**src/rtl/kuznechik_key_expander_if.sv**
```systemverilog
// Key-load handshake and round-key write port between the expander and its consumer.
// The slave modport is the expander; the master modport is the requester and key-memory side.
interface kuznechik_key_expander_if #(
  parameter int KEY_ADDR_W = 4
);
  logic                  request_i;
  logic                  ack_i;
  logic [255:0]          key_i;
  logic                  busy_o;
  logic                  valid_o;
  logic                  key_we_o;
  logic [KEY_ADDR_W-1:0] key_addr_o;
  logic [127:0]          key_data_o;

  modport master (
    output request_i, ack_i, key_i,
    input  busy_o, valid_o, key_we_o, key_addr_o, key_data_o
  );

  modport slave (
    input  request_i, ack_i, key_i,
    output busy_o, valid_o, key_we_o, key_addr_o, key_data_o
  );
endinterface

```
**src/rtl/kuznechik_key_expander.sv**
```systemverilog
// Kuznechik master-key expansion into K1..K10, one registered write per key (1130 cycles per request).
// No backpressure: requests are ignored while busy, and valid_o holds until ack_i or a new request.
module kuznechik_key_expander #(
  parameter int KEY_ADDR_W = 4
) (
  input  logic                     clk_i,
  input  logic                     rst_i,
  kuznechik_key_expander_if.slave  kx
);

  typedef enum logic [3:0] {
    IDLE, WR_K1, WR_K2, CGEN, KX, KS, KL, FEIST, WR_A, WR_B, DONE
  } state_t;

  localparam logic [0:15][7:0] LCOEF = {
    8'd148, 8'd32, 8'd133, 8'd16, 8'd194, 8'd192, 8'd1, 8'd251,
    8'd1, 8'd192, 8'd194, 8'd16, 8'd133, 8'd32, 8'd148, 8'd1
  };

  localparam logic [0:255][7:0] SBOX = {
    8'hFC, 8'hEE, 8'hDD, 8'h11, 8'hCF, 8'h6E, 8'h31, 8'h16, 8'hFB, 8'hC4, 8'hFA, 8'hDA, 8'h23, 8'hC5, 8'h04, 8'h4D,
    8'hE9, 8'h77, 8'hF0, 8'hDB, 8'h93, 8'h2E, 8'h99, 8'hBA, 8'h17, 8'h36, 8'hF1, 8'hBB, 8'h14, 8'hCD, 8'h5F, 8'hC1,
    8'hF9, 8'h18, 8'h65, 8'h5A, 8'hE2, 8'h5C, 8'hEF, 8'h21, 8'h81, 8'h1C, 8'h3C, 8'h42, 8'h8B, 8'h01, 8'h8E, 8'h4F,
    8'h05, 8'h84, 8'h02, 8'hAE, 8'hE3, 8'h6A, 8'h8F, 8'hA0, 8'h06, 8'h0B, 8'hED, 8'h98, 8'h7F, 8'hD4, 8'hD3, 8'h1F,
    8'hEB, 8'h34, 8'h2C, 8'h51, 8'hEA, 8'hC8, 8'h48, 8'hAB, 8'hF2, 8'h2A, 8'h68, 8'hA2, 8'hFD, 8'h3A, 8'hCE, 8'hCC,
    8'hB5, 8'h70, 8'h0E, 8'h56, 8'h08, 8'h0C, 8'h76, 8'h12, 8'hBF, 8'h72, 8'h13, 8'h47, 8'h9C, 8'hB7, 8'h5D, 8'h87,
    8'h15, 8'hA1, 8'h96, 8'h29, 8'h10, 8'h7B, 8'h9A, 8'hC7, 8'hF3, 8'h91, 8'h78, 8'h6F, 8'h9D, 8'h9E, 8'hB2, 8'hB1,
    8'h32, 8'h75, 8'h19, 8'h3D, 8'hFF, 8'h35, 8'h8A, 8'h7E, 8'h6D, 8'h54, 8'hC6, 8'h80, 8'hC3, 8'hBD, 8'h0D, 8'h57,
    8'hDF, 8'hF5, 8'h24, 8'hA9, 8'h3E, 8'hA8, 8'h43, 8'hC9, 8'hD7, 8'h79, 8'hD6, 8'hF6, 8'h7C, 8'h22, 8'hB9, 8'h03,
    8'hE0, 8'h0F, 8'hEC, 8'hDE, 8'h7A, 8'h94, 8'hB0, 8'hBC, 8'hDC, 8'hE8, 8'h28, 8'h50, 8'h4E, 8'h33, 8'h0A, 8'h4A,
    8'hA7, 8'h97, 8'h60, 8'h73, 8'h1E, 8'h00, 8'h62, 8'h44, 8'h1A, 8'hB8, 8'h38, 8'h82, 8'h64, 8'h9F, 8'h26, 8'h41,
    8'hAD, 8'h45, 8'h46, 8'h92, 8'h27, 8'h5E, 8'h55, 8'h2F, 8'h8C, 8'hA3, 8'hA5, 8'h7D, 8'h69, 8'hD5, 8'h95, 8'h3B,
    8'h07, 8'h58, 8'hB3, 8'h40, 8'h86, 8'hAC, 8'h1D, 8'hF7, 8'h30, 8'h37, 8'h6B, 8'hE4, 8'h88, 8'hD9, 8'hE7, 8'h89,
    8'hE1, 8'h1B, 8'h83, 8'h49, 8'h4C, 8'h3F, 8'hF8, 8'hFE, 8'h8D, 8'h53, 8'hAA, 8'h90, 8'hCA, 8'hD8, 8'h85, 8'h61,
    8'h20, 8'h71, 8'h67, 8'hA4, 8'h2D, 8'h2B, 8'h09, 8'h5B, 8'hCB, 8'h9B, 8'h25, 8'hD0, 8'hBE, 8'hE5, 8'h6C, 8'h52,
    8'h59, 8'hA6, 8'h74, 8'hD2, 8'hE6, 8'hF4, 8'hB4, 8'hC0, 8'hD1, 8'h66, 8'hAF, 8'hC2, 8'h39, 8'h4B, 8'h63, 8'hB6
  };

  // GF(2^8) modulo x^8 + x^7 + x^6 + x + 1
  function automatic logic [7:0] gf_mul(input logic [7:0] a, input logic [7:0] b);
    logic [7:0] p;
    logic [7:0] x;
    p = 8'h00;
    x = a;
    for (int k = 0; k < 8; k++) begin
      if (b[k]) p = p ^ x;
      x = {x[6:0], 1'b0} ^ (x[7] ? 8'hC3 : 8'h00);
    end
    return p;
  endfunction

  function automatic logic [127:0] r_step(input logic [127:0] x);
    logic [7:0] acc;
    acc = 8'h00;
    for (int k = 0; k < 16; k++) acc = acc ^ gf_mul(x[127-8*k -: 8], LCOEF[k]);
    return {acc, x[127:8]};
  endfunction

  function automatic logic [127:0] s_layer(input logic [127:0] x);
    logic [127:0] y;
    y = '0;
    for (int k = 0; k < 16; k++) y[8*k +: 8] = SBOX[x[8*k +: 8]];
    return y;
  endfunction

  state_t                state, state_n;
  logic [127:0]          a1, a1_n, a0, a0_n, c, c_n, t, t_n;
  logic [5:0]            iter, iter_n;
  logic [3:0]            step, step_n;
  logic                  valid_q, valid_n, we_q, we_n;
  logic [KEY_ADDR_W-1:0] addr_q, addr_n;
  logic [127:0]          data_q, data_n;

  always_ff @(posedge clk_i) begin
    if (rst_i) begin
      state   <= IDLE;
      a1      <= '0;
      a0      <= '0;
      c       <= '0;
      t       <= '0;
      iter    <= '0;
      step    <= '0;
      valid_q <= 1'b0;
      we_q    <= 1'b0;
      addr_q  <= '0;
      data_q  <= '0;
    end else begin
      state   <= state_n;
      a1      <= a1_n;
      a0      <= a0_n;
      c       <= c_n;
      t       <= t_n;
      iter    <= iter_n;
      step    <= step_n;
      valid_q <= valid_n;
      we_q    <= we_n;
      addr_q  <= addr_n;
      data_q  <= data_n;
    end
  end

  // Write strobe, address and data are computed for the state being entered so the
  // registered port lines up with the write state itself.
  always_comb begin
    state_n = state;
    a1_n    = a1;
    a0_n    = a0;
    c_n     = c;
    t_n     = t;
    iter_n  = iter;
    step_n  = step;
    valid_n = valid_q;
    we_n    = 1'b0;
    addr_n  = addr_q;
    data_n  = data_q;
    case (state)
      IDLE, DONE: begin
        if (state == DONE && kx.ack_i) valid_n = 1'b0;
        if (kx.request_i) begin
          a1_n    = kx.key_i[255:128];
          a0_n    = kx.key_i[127:0];
          iter_n  = 6'd1;
          valid_n = 1'b0;
          state_n = WR_K1;
          we_n    = 1'b1;
          addr_n  = '0;
          data_n  = kx.key_i[255:128];
        end
      end
      WR_K1: begin
        state_n = WR_K2;
        we_n    = 1'b1;
        addr_n  = KEY_ADDR_W'(1);
        data_n  = a0;
      end
      WR_K2: begin
        state_n = CGEN;
        t_n     = {122'd0, iter};
      end
      CGEN, KL: begin
        t_n    = r_step(t);
        step_n = step + 4'd1;
        if (step == 4'd15) begin
          if (state == CGEN) begin
            c_n     = t_n;
            state_n = KX;
          end else begin
            state_n = FEIST;
          end
        end
      end
      KX: begin
        t_n     = a1 ^ c;
        state_n = KS;
      end
      KS: begin
        t_n     = s_layer(t);
        state_n = KL;
      end
      FEIST: begin
        a1_n   = t ^ a0;
        a0_n   = a1;
        iter_n = iter + 6'd1;
        if (iter[2:0] != 3'd0) begin
          state_n = CGEN;
          t_n     = {122'd0, iter_n};
        end else begin
          state_n = WR_A;
          we_n    = 1'b1;
          addr_n  = KEY_ADDR_W'({iter_n[5:3], 1'b0});
          data_n  = a1_n;
        end
      end
      WR_A: begin
        state_n = WR_B;
        we_n    = 1'b1;
        addr_n  = addr_q + KEY_ADDR_W'(1);
        data_n  = a0;
      end
      WR_B: begin
        if (iter == 6'd33) begin
          state_n = DONE;
          valid_n = 1'b1;
        end else begin
          state_n = CGEN;
          t_n     = {122'd0, iter};
        end
      end
      default: state_n = IDLE;
    endcase
  end

  assign kx.busy_o     = (state != IDLE) && (state != DONE);
  assign kx.valid_o    = valid_q;
  assign kx.key_we_o   = we_q;
  assign kx.key_addr_o = addr_q;
  assign kx.key_data_o = data_q;

endmodule

```
**src/flat_wrapper.sv**
```systemverilog
// flat-port wrapper written by rule: the top's interface ports become plain ports
module kuznechik_key_expander_flat 
#(
  parameter int KEY_ADDR_W = 4
)
  (clk_i, rst_i, kx_request_i, kx_ack_i, kx_key_i, kx_busy_o, kx_valid_o, kx_key_we_o, kx_key_addr_o, kx_key_data_o);
  kuznechik_key_expander_if #(.KEY_ADDR_W(KEY_ADDR_W)) kx_i ();
  input  logic clk_i;
  input  logic rst_i;
  input wire logic [$bits(kx_i.request_i)-1:0] kx_request_i;
  input wire logic [$bits(kx_i.ack_i)-1:0] kx_ack_i;
  input wire logic [$bits(kx_i.key_i)-1:0] kx_key_i;
  output wire logic [$bits(kx_i.busy_o)-1:0] kx_busy_o;
  output wire logic [$bits(kx_i.valid_o)-1:0] kx_valid_o;
  output wire logic [$bits(kx_i.key_we_o)-1:0] kx_key_we_o;
  output wire logic [$bits(kx_i.key_addr_o)-1:0] kx_key_addr_o;
  output wire logic [$bits(kx_i.key_data_o)-1:0] kx_key_data_o;
  assign kx_i.request_i = kx_request_i;
  assign kx_i.ack_i = kx_ack_i;
  assign kx_i.key_i = kx_key_i;
  assign kx_busy_o = kx_i.busy_o;
  assign kx_valid_o = kx_i.valid_o;
  assign kx_key_we_o = kx_i.key_we_o;
  assign kx_key_addr_o = kx_i.key_addr_o;
  assign kx_key_data_o = kx_i.key_data_o;
  kuznechik_key_expander #(.KEY_ADDR_W(KEY_ADDR_W)) u_core (.clk_i(clk_i), .rst_i(rst_i), .kx(kx_i));
endmodule
```
**config.mk**
```make
export PLATFORM = sky130hd
export DESIGN_NAME = kuznechik_key_expander_flat
export DESIGN_NICKNAME = d
export VERILOG_FILES = /design/src/rtl/kuznechik_key_expander_if.sv /design/src/rtl/kuznechik_key_expander.sv /design/src/flat_wrapper.sv
export SDC_FILE = /design/constraint.sdc
export NUM_CORES = 2
export LEC_CHECK = 0
export ABC_CLOCK_PERIOD_IN_PS = 4450
export BUFFER_PORTS_ARGS = -buffer_cell sky130_fd_sc_hd__buf_2
export CAP_MARGIN = 20
export CELL_PAD_IN_SITES_DETAIL_PLACEMENT = 1
export CELL_PAD_IN_SITES_GLOBAL_PLACEMENT = 2
export CORE_MARGIN = 1.5
export CORE_UTILIZATION = 36
export CTS_BUF_LIST = sky130_fd_sc_hd__clkbuf_8 sky130_fd_sc_hd__clkbuf_16
export DETAILED_ROUTE_END_ITERATION = 6
export PLACE_DENSITY = 0.88
export SYNTH_ARGS = -nofsm -noshare
export SYNTH_HDL_FRONTEND = slang
export SYNTH_SLANG_ARGS = --single-unit
```
**constraint.sdc**
```tcl
create_clock -name clk_i -period 4.45 [get_ports clk_i]
set_input_delay 0.6675 -clock clk_i [delete_from_list [all_inputs] [get_ports clk_i]]
set_output_delay 0.6675 -clock clk_i [all_outputs]
set_load 0.05 [all_outputs]
```
## Word-level counts from Yosys, hierarchy flattened

Memories as Yosys holds them, arrays and structs flattened.
Index checks and enable logic that the tools add are counted.

- Flip-flop bits (word level): 660
- ROM bits: 32,768
- Input bits: 260
- Output and inout port bits: 135
- Word-level logic and storage cells: 396
- Memories: 16

- Add/sub/neg operators: 3
- Order comparisons: 16
- Equal/unequal tests: 20
- Muxes and demuxes: 176
- Bitwise logic cells: 134
- Reductions and logical operators: 20

Memory list:

| name | words | bits a word | read ports | clocked after memory_dff | wr ports | line | source |
|---|---|---|---|---|---|---|---|
| (no name shown) | 256 | 8 | 1 | 0 | 0 | kuznechik_key_expander.sv:62 | `for (int k = 0; k < 16; k++) y[8*k +: 8] = SBOX[x[8*k +: 8]];` |
| (no name shown) | 256 | 8 | 1 | 0 | 0 | kuznechik_key_expander.sv:62 |  |
| (no name shown) | 256 | 8 | 1 | 0 | 0 | kuznechik_key_expander.sv:62 |  |
| (no name shown) | 256 | 8 | 1 | 0 | 0 | kuznechik_key_expander.sv:62 |  |
| (no name shown) | 256 | 8 | 1 | 0 | 0 | kuznechik_key_expander.sv:62 |  |
| (no name shown) | 256 | 8 | 1 | 0 | 0 | kuznechik_key_expander.sv:62 |  |
| 10 more memories | - | - | - | - | - | - |  |

Operator list:

| operator | count |
|---|---|
| $mux W8 | 149 |
| $xor A8 B8 Y8 | 116 |
| $pmux W128 S6 | 1 |
| $mux W128 | 5 |
| $pmux W128 S2 | 2 |
| $pmux W128 S3 | 1 |
| $xor A128 B128 Y128 | 2 |
| $ge A9 B9 Y1 const B | 16 |
| $not A8 Y9 | 16 |
| $pmux W4 S9 | 1 |
| $mux W4 | 6 |
| $eq A4 B3 Y1 const B | 4 |
| $eq A4 B4 Y1 const B | 4 |
| $pmux W4 S4 | 1 |
| $reduce_and A3 Y1 | 5 |
| $pmux W6 S2 | 1 |
| $add A4 B1 Y4 const B | 2 |
| $eq A4 B2 Y1 const B | 2 |
| $reduce_bool A4 Y1 | 2 |
| $add A6 B1 Y6 const B | 1 |
| $eq A6 B6 Y1 const B | 1 |
| $mux W6 | 1 |
| $ne A2 B1 Y1 const B | 3 |
| $ne A2 B2 Y1 const B | 3 |
| other kinds (14) | 24 |

## Logic depth before layout (Yosys ltp)

- Depth in word-level cells: 32
- Gate-level depth with buffers: 15
- Mapped depth without buffers: 10

## Worst setup path before layout

Ideal clock, no wire load.

- Path kind: reg-to-reg
- Start: reg u_core.t[1]
- End: reg u_core.t[0]
- Library setup time: 0.070 ns
- Arrival: 3.496 ns
- Data required time: 4.380 ns
- Setup slack: 0.884 ns
- Cell stages (with the launch flop): 14
- Path through: dfxtp_1 clkbuf_1 clkbuf_1 buf_1 inv_1 ha_1 clkbuf_1 nor3_1 a21o_1 mux4_2 mux4_2 o221ai_1 o211ai_1 a21oi_1

- Cells in the longest elaborated chain, start to end: 5

Ends and longest elaborated chain:

| what | line | source |
|---|---|---|
| start, declared | kuznechik_key_expander.sv:67 | `logic [127:0] a1, a1_n, a0, a0_n, c, c_n, t, t_n;` |
| start signal, assigned | kuznechik_key_expander.sv:92 | `t <= t_n;` |
| $not A8 Y9 (implied by the code) | kuznechik_key_expander.sv:62 |  |
| $mem_v2 Z256 W8 | - |  |
| $mux W8 (implied by the code) (2 in a row) | kuznechik_key_expander.sv:62 |  |
| $pmux W128 S6 | kuznechik_key_expander.sv:116 | `case (state)` |

No other way between the ends. The select of a mux whose other input is x is not followed.
A chain may end at the register's enable or synchronous reset.

## Worst setup path in the final report

- Start: reg u_core.t[73]
- End: reg u_core.t[121]

- Cells in the longest elaborated chain, start to end: 12

Ends and longest elaborated chain:

| what | line | source |
|---|---|---|
| $mux W8 | kuznechik_key_expander.sv:116 |  |
| $xor A8 B8 Y8 (10 in a row) | kuznechik_key_expander.sv:55 | `for (int k = 0; k < 16; k++) acc = acc ^ gf_mul(x[127-8*k -: 8], LCOEF[k]);` |
| $pmux W128 S6 | kuznechik_key_expander.sv:116 |  |

No other way between the ends. The select of a mux whose other input is x is not followed.

==> reports/qor.yml <==
cts:
  cts_tree: "built"
  cts_buffer_depth: 3
  clock-sinks: 660
  cts_buffers: 90
  root_buffer: "clkbuf_16"
  htree_levels: 3
  post_cts_buffers: 0
  clk-insertion-delay-late_ns: 0.82
  post_cts_resized: 0
  clk_pin_slew_ns: 0.07
  cts_hold_buffers: 0
worst_setup_path:
  end_kind: "flop"
  rrSetupSlack_ns: 0.72
  crit_arrival_ns: 4.41
  critPathLaunch: "u_core.t[73]"
  critPathKind: "reg -> reg"
  r2r_end: "u_core.t[121]"
  cp-start-kind: "flop"
  required_ns: 5.13
  crit_end: "u_core.t[121]"
  worstRegToRegCells: 9
  critPathMaxFanout: 38
  worst_r2r_startpoint: "u_core.t[73]"
drt:
  postRouteAntennaNets: 0
  wl_um: 490200
  drtPass1Iterations: 7
  num_vias: 108500
  drt_iter0_drc: 15710
  wl_per_cell_um: 31.88
  drc: 3
  vias_per_cell: 7.057
outcome:
  violations: "DRC"
  outcome: "complete, but fails checks"
grt:
  grt_max_degree: 172
  grt_overflow: 0
  grt_pass1_vias: 105000
  grt_pass1_wl_um: 721400
  grt_util_met1: 0.5282
  antenna_found_initial: 26
  grtUsageTotal: 0.3899
  grt_use_met3: 0.09164
  busiest_layer: "met2"
  grtUsageMet2: 0.5775
floorplanning:
  fp-row-count: 178
  pin_count: 395
  die-width_um: 489.5
  die-area_mm2: 0.2396
  start_util: 0.3623
  core_area_mm2: 0.2352
  die_h_um: 489.5
logic_synthesis:
  synth_area_mm2: 0.08521
  synth_cell_types: 87
  ys_warn_count: 0
  synth_edf_count: 0
  ys.flop_type: "dfxtp_1"
  synth_seq_cells: 660
  syn-num-nets: 13220
  yosysTopAreaCellShare: 0.1551
  synth_seq_area_share: 0.1551
  synth-async-reset-ratio: 0
  synth_top_cell_by_area: "dfxtp_1"
  postSynthCellCount: 12760
  syn_avg_cell_area_um2: 6.677
  synthTopCellsByArea: "dfxtp_1 (16%), nand2_1 (7.2%), a21oi_1 (6.6%)"
sta:
  fin_crit_ns: 3.730
  tns_ns: 0
  final_max_slew_viol_count: 0
  holdWs_ns: 0.1240
  clock_skew_ns: 0.07777
  rsz0062_at_grt: "no"
  setup_viol: 0
  setup_ws_ns: 0.7202
  period_share: 0.8382
  relSlewSlack: 0.1458
  tightestPinTransition_ns: 1.281
  hold_viol: 0
  max_clock_freq_mhz: 268.1
pwr:
  powerDensity_mw_per_mm2: 357.6
  power_leakage_uw: 0.03313
  ir_drop_mv: 0.3639
  power_uw: 33200
worst_hold_path:
  hold_path.startpoint: "kx_key_i[116]"
  hold_path_class: "in -> reg"
place:
  hpwl_um: 340800
  io_buffers: 394
  pre_cts_ws_ns: 0.8581
  gp_congestion: 1.069
finish:
  drive_gt1_frac: 0.1168
  finalCoreUtilization: 0.3947
  area_growth_pct: 8.953
  finalNetCount: 12600
  fill_cells: 29640
  layout_common_cells: "nand2_1 (1640), a21oi_1 (1127), nor2_1 (1124), o21ai_0 (988), dfxtp_1 (585)"
  final_common_cell: "nand2_1"
flow_run:
  maxCapViolCount: 0
-- kinds of logic (layout without fill, tap and decap cells) --
kind of cell               after synthesis  in the layout  share of synthesized area
adders and majority gates              196            196                    0.02878
buffers and inverters                 1761           1219                    0.07922
DFF                                    660            660                     0.1551
xor gates and xnor gates               529            529                    0.05812
other                                    0              9                          0
AOI/OAI and AO/OA                     4869           4869                     0.3840
muxes                                  247            247                    0.05382
and+or+nand+nor                       4500           4500                     0.2411
-- per-stage QoR --
step           instances  cell area [um^2]
2_1_floorplan      12760             85210
3_3_place_gp       15200             89680
3_5_place_dp       15200             89680
4_1_cts            15370             92810
5_1_grt            15370             92830
6_report           15380             92840
-- cell usage after synthesis, types with 196 or more instances --
master and count:
a211oi_1 283, a21oi_1 1128, a311oi_1 538, a31oi_1 209
buf_1 240, clkbuf_1 1246, dfxtp_1 660, ha_1 196
nand2_1 1642, nand2b_1 271, nand3_1 353, nor2_1 1126
nor2b_1 292, nor3_1 300, o211ai_1 304, o21ai_0 988
xor2_1 310
-- state kept, by name (all words and copies together) (netlist names) --
name	flops
u_core.t	128
u_core.c	128
u_core.kx.key_we_o	1
u_core.kx.key_addr_o	4
u_core.iter	6
u_core.a0	128
u_core.kx.valid_o	1
u_core.kx.key_data_o	128
u_core.a1	128
u_core.state	4
u_core.step	4
-- routing by layer --
layer	routed length (um)	part of all wire	vias up
li1	-	-	46260
met1	201600	0.41	53780
met2	207300	0.42	7069
met3	54710	0.11	1400
met4	26510	0.054	23
met5	148	0.00030	-
-- layout make-up --
cell class,count,area (um^2),share of cell area
Inverter,163,611.8,0.006590
Sequential cell,660,13380,0.1441
Antenna cell,9,22.52,0.0002426
Timing Repair Buffer,891,6386,0.06879
Multi-Input combinational cell,10340,65370,0.7041
Clock buffer,105,2492,0.02685
Tap cell,3150,3941,0.04245
Clock inverter,60,638.1,0.006873
-- worst max-delay path, stage by stage, from the launching register on --
cell and delay [ns]:
dfxtp_1 0.33, buf_4 0.53, xor2_1 0.67, xnor2_1 0.23, xnor2_1 0.33, xnor3_1 0.39, xnor2_1 0.21, xnor2_1 0.13
a222oi_1 0.61, a21oi_1 0.17
-- worst min path at each step --
stage | to | slack [ns] | depth (start not counted)
after floorplan | u_core.c[100] | 0.45 | 2
after global placement | u_core.c[12] | 0.45 | 2
after detailed placement | u_core.c[41] | 0.46 | 2
after CTS | u_core.a0[116] | 0.07 | 3
after global routing | u_core.a0[115] | 0.13 | 3
final | u_core.a0[116] | 0.12 | 3
-- power by group --
part | total [uW] | internal (uW) | switching [uW]
registers | 7830 | 6620 | 1220
clock network | 7980 | 4470 | 3520
logic | 17400 | 5810 | 11600
total | 33200 | 16900 | 16300
(Power assumes the default switching activity.)
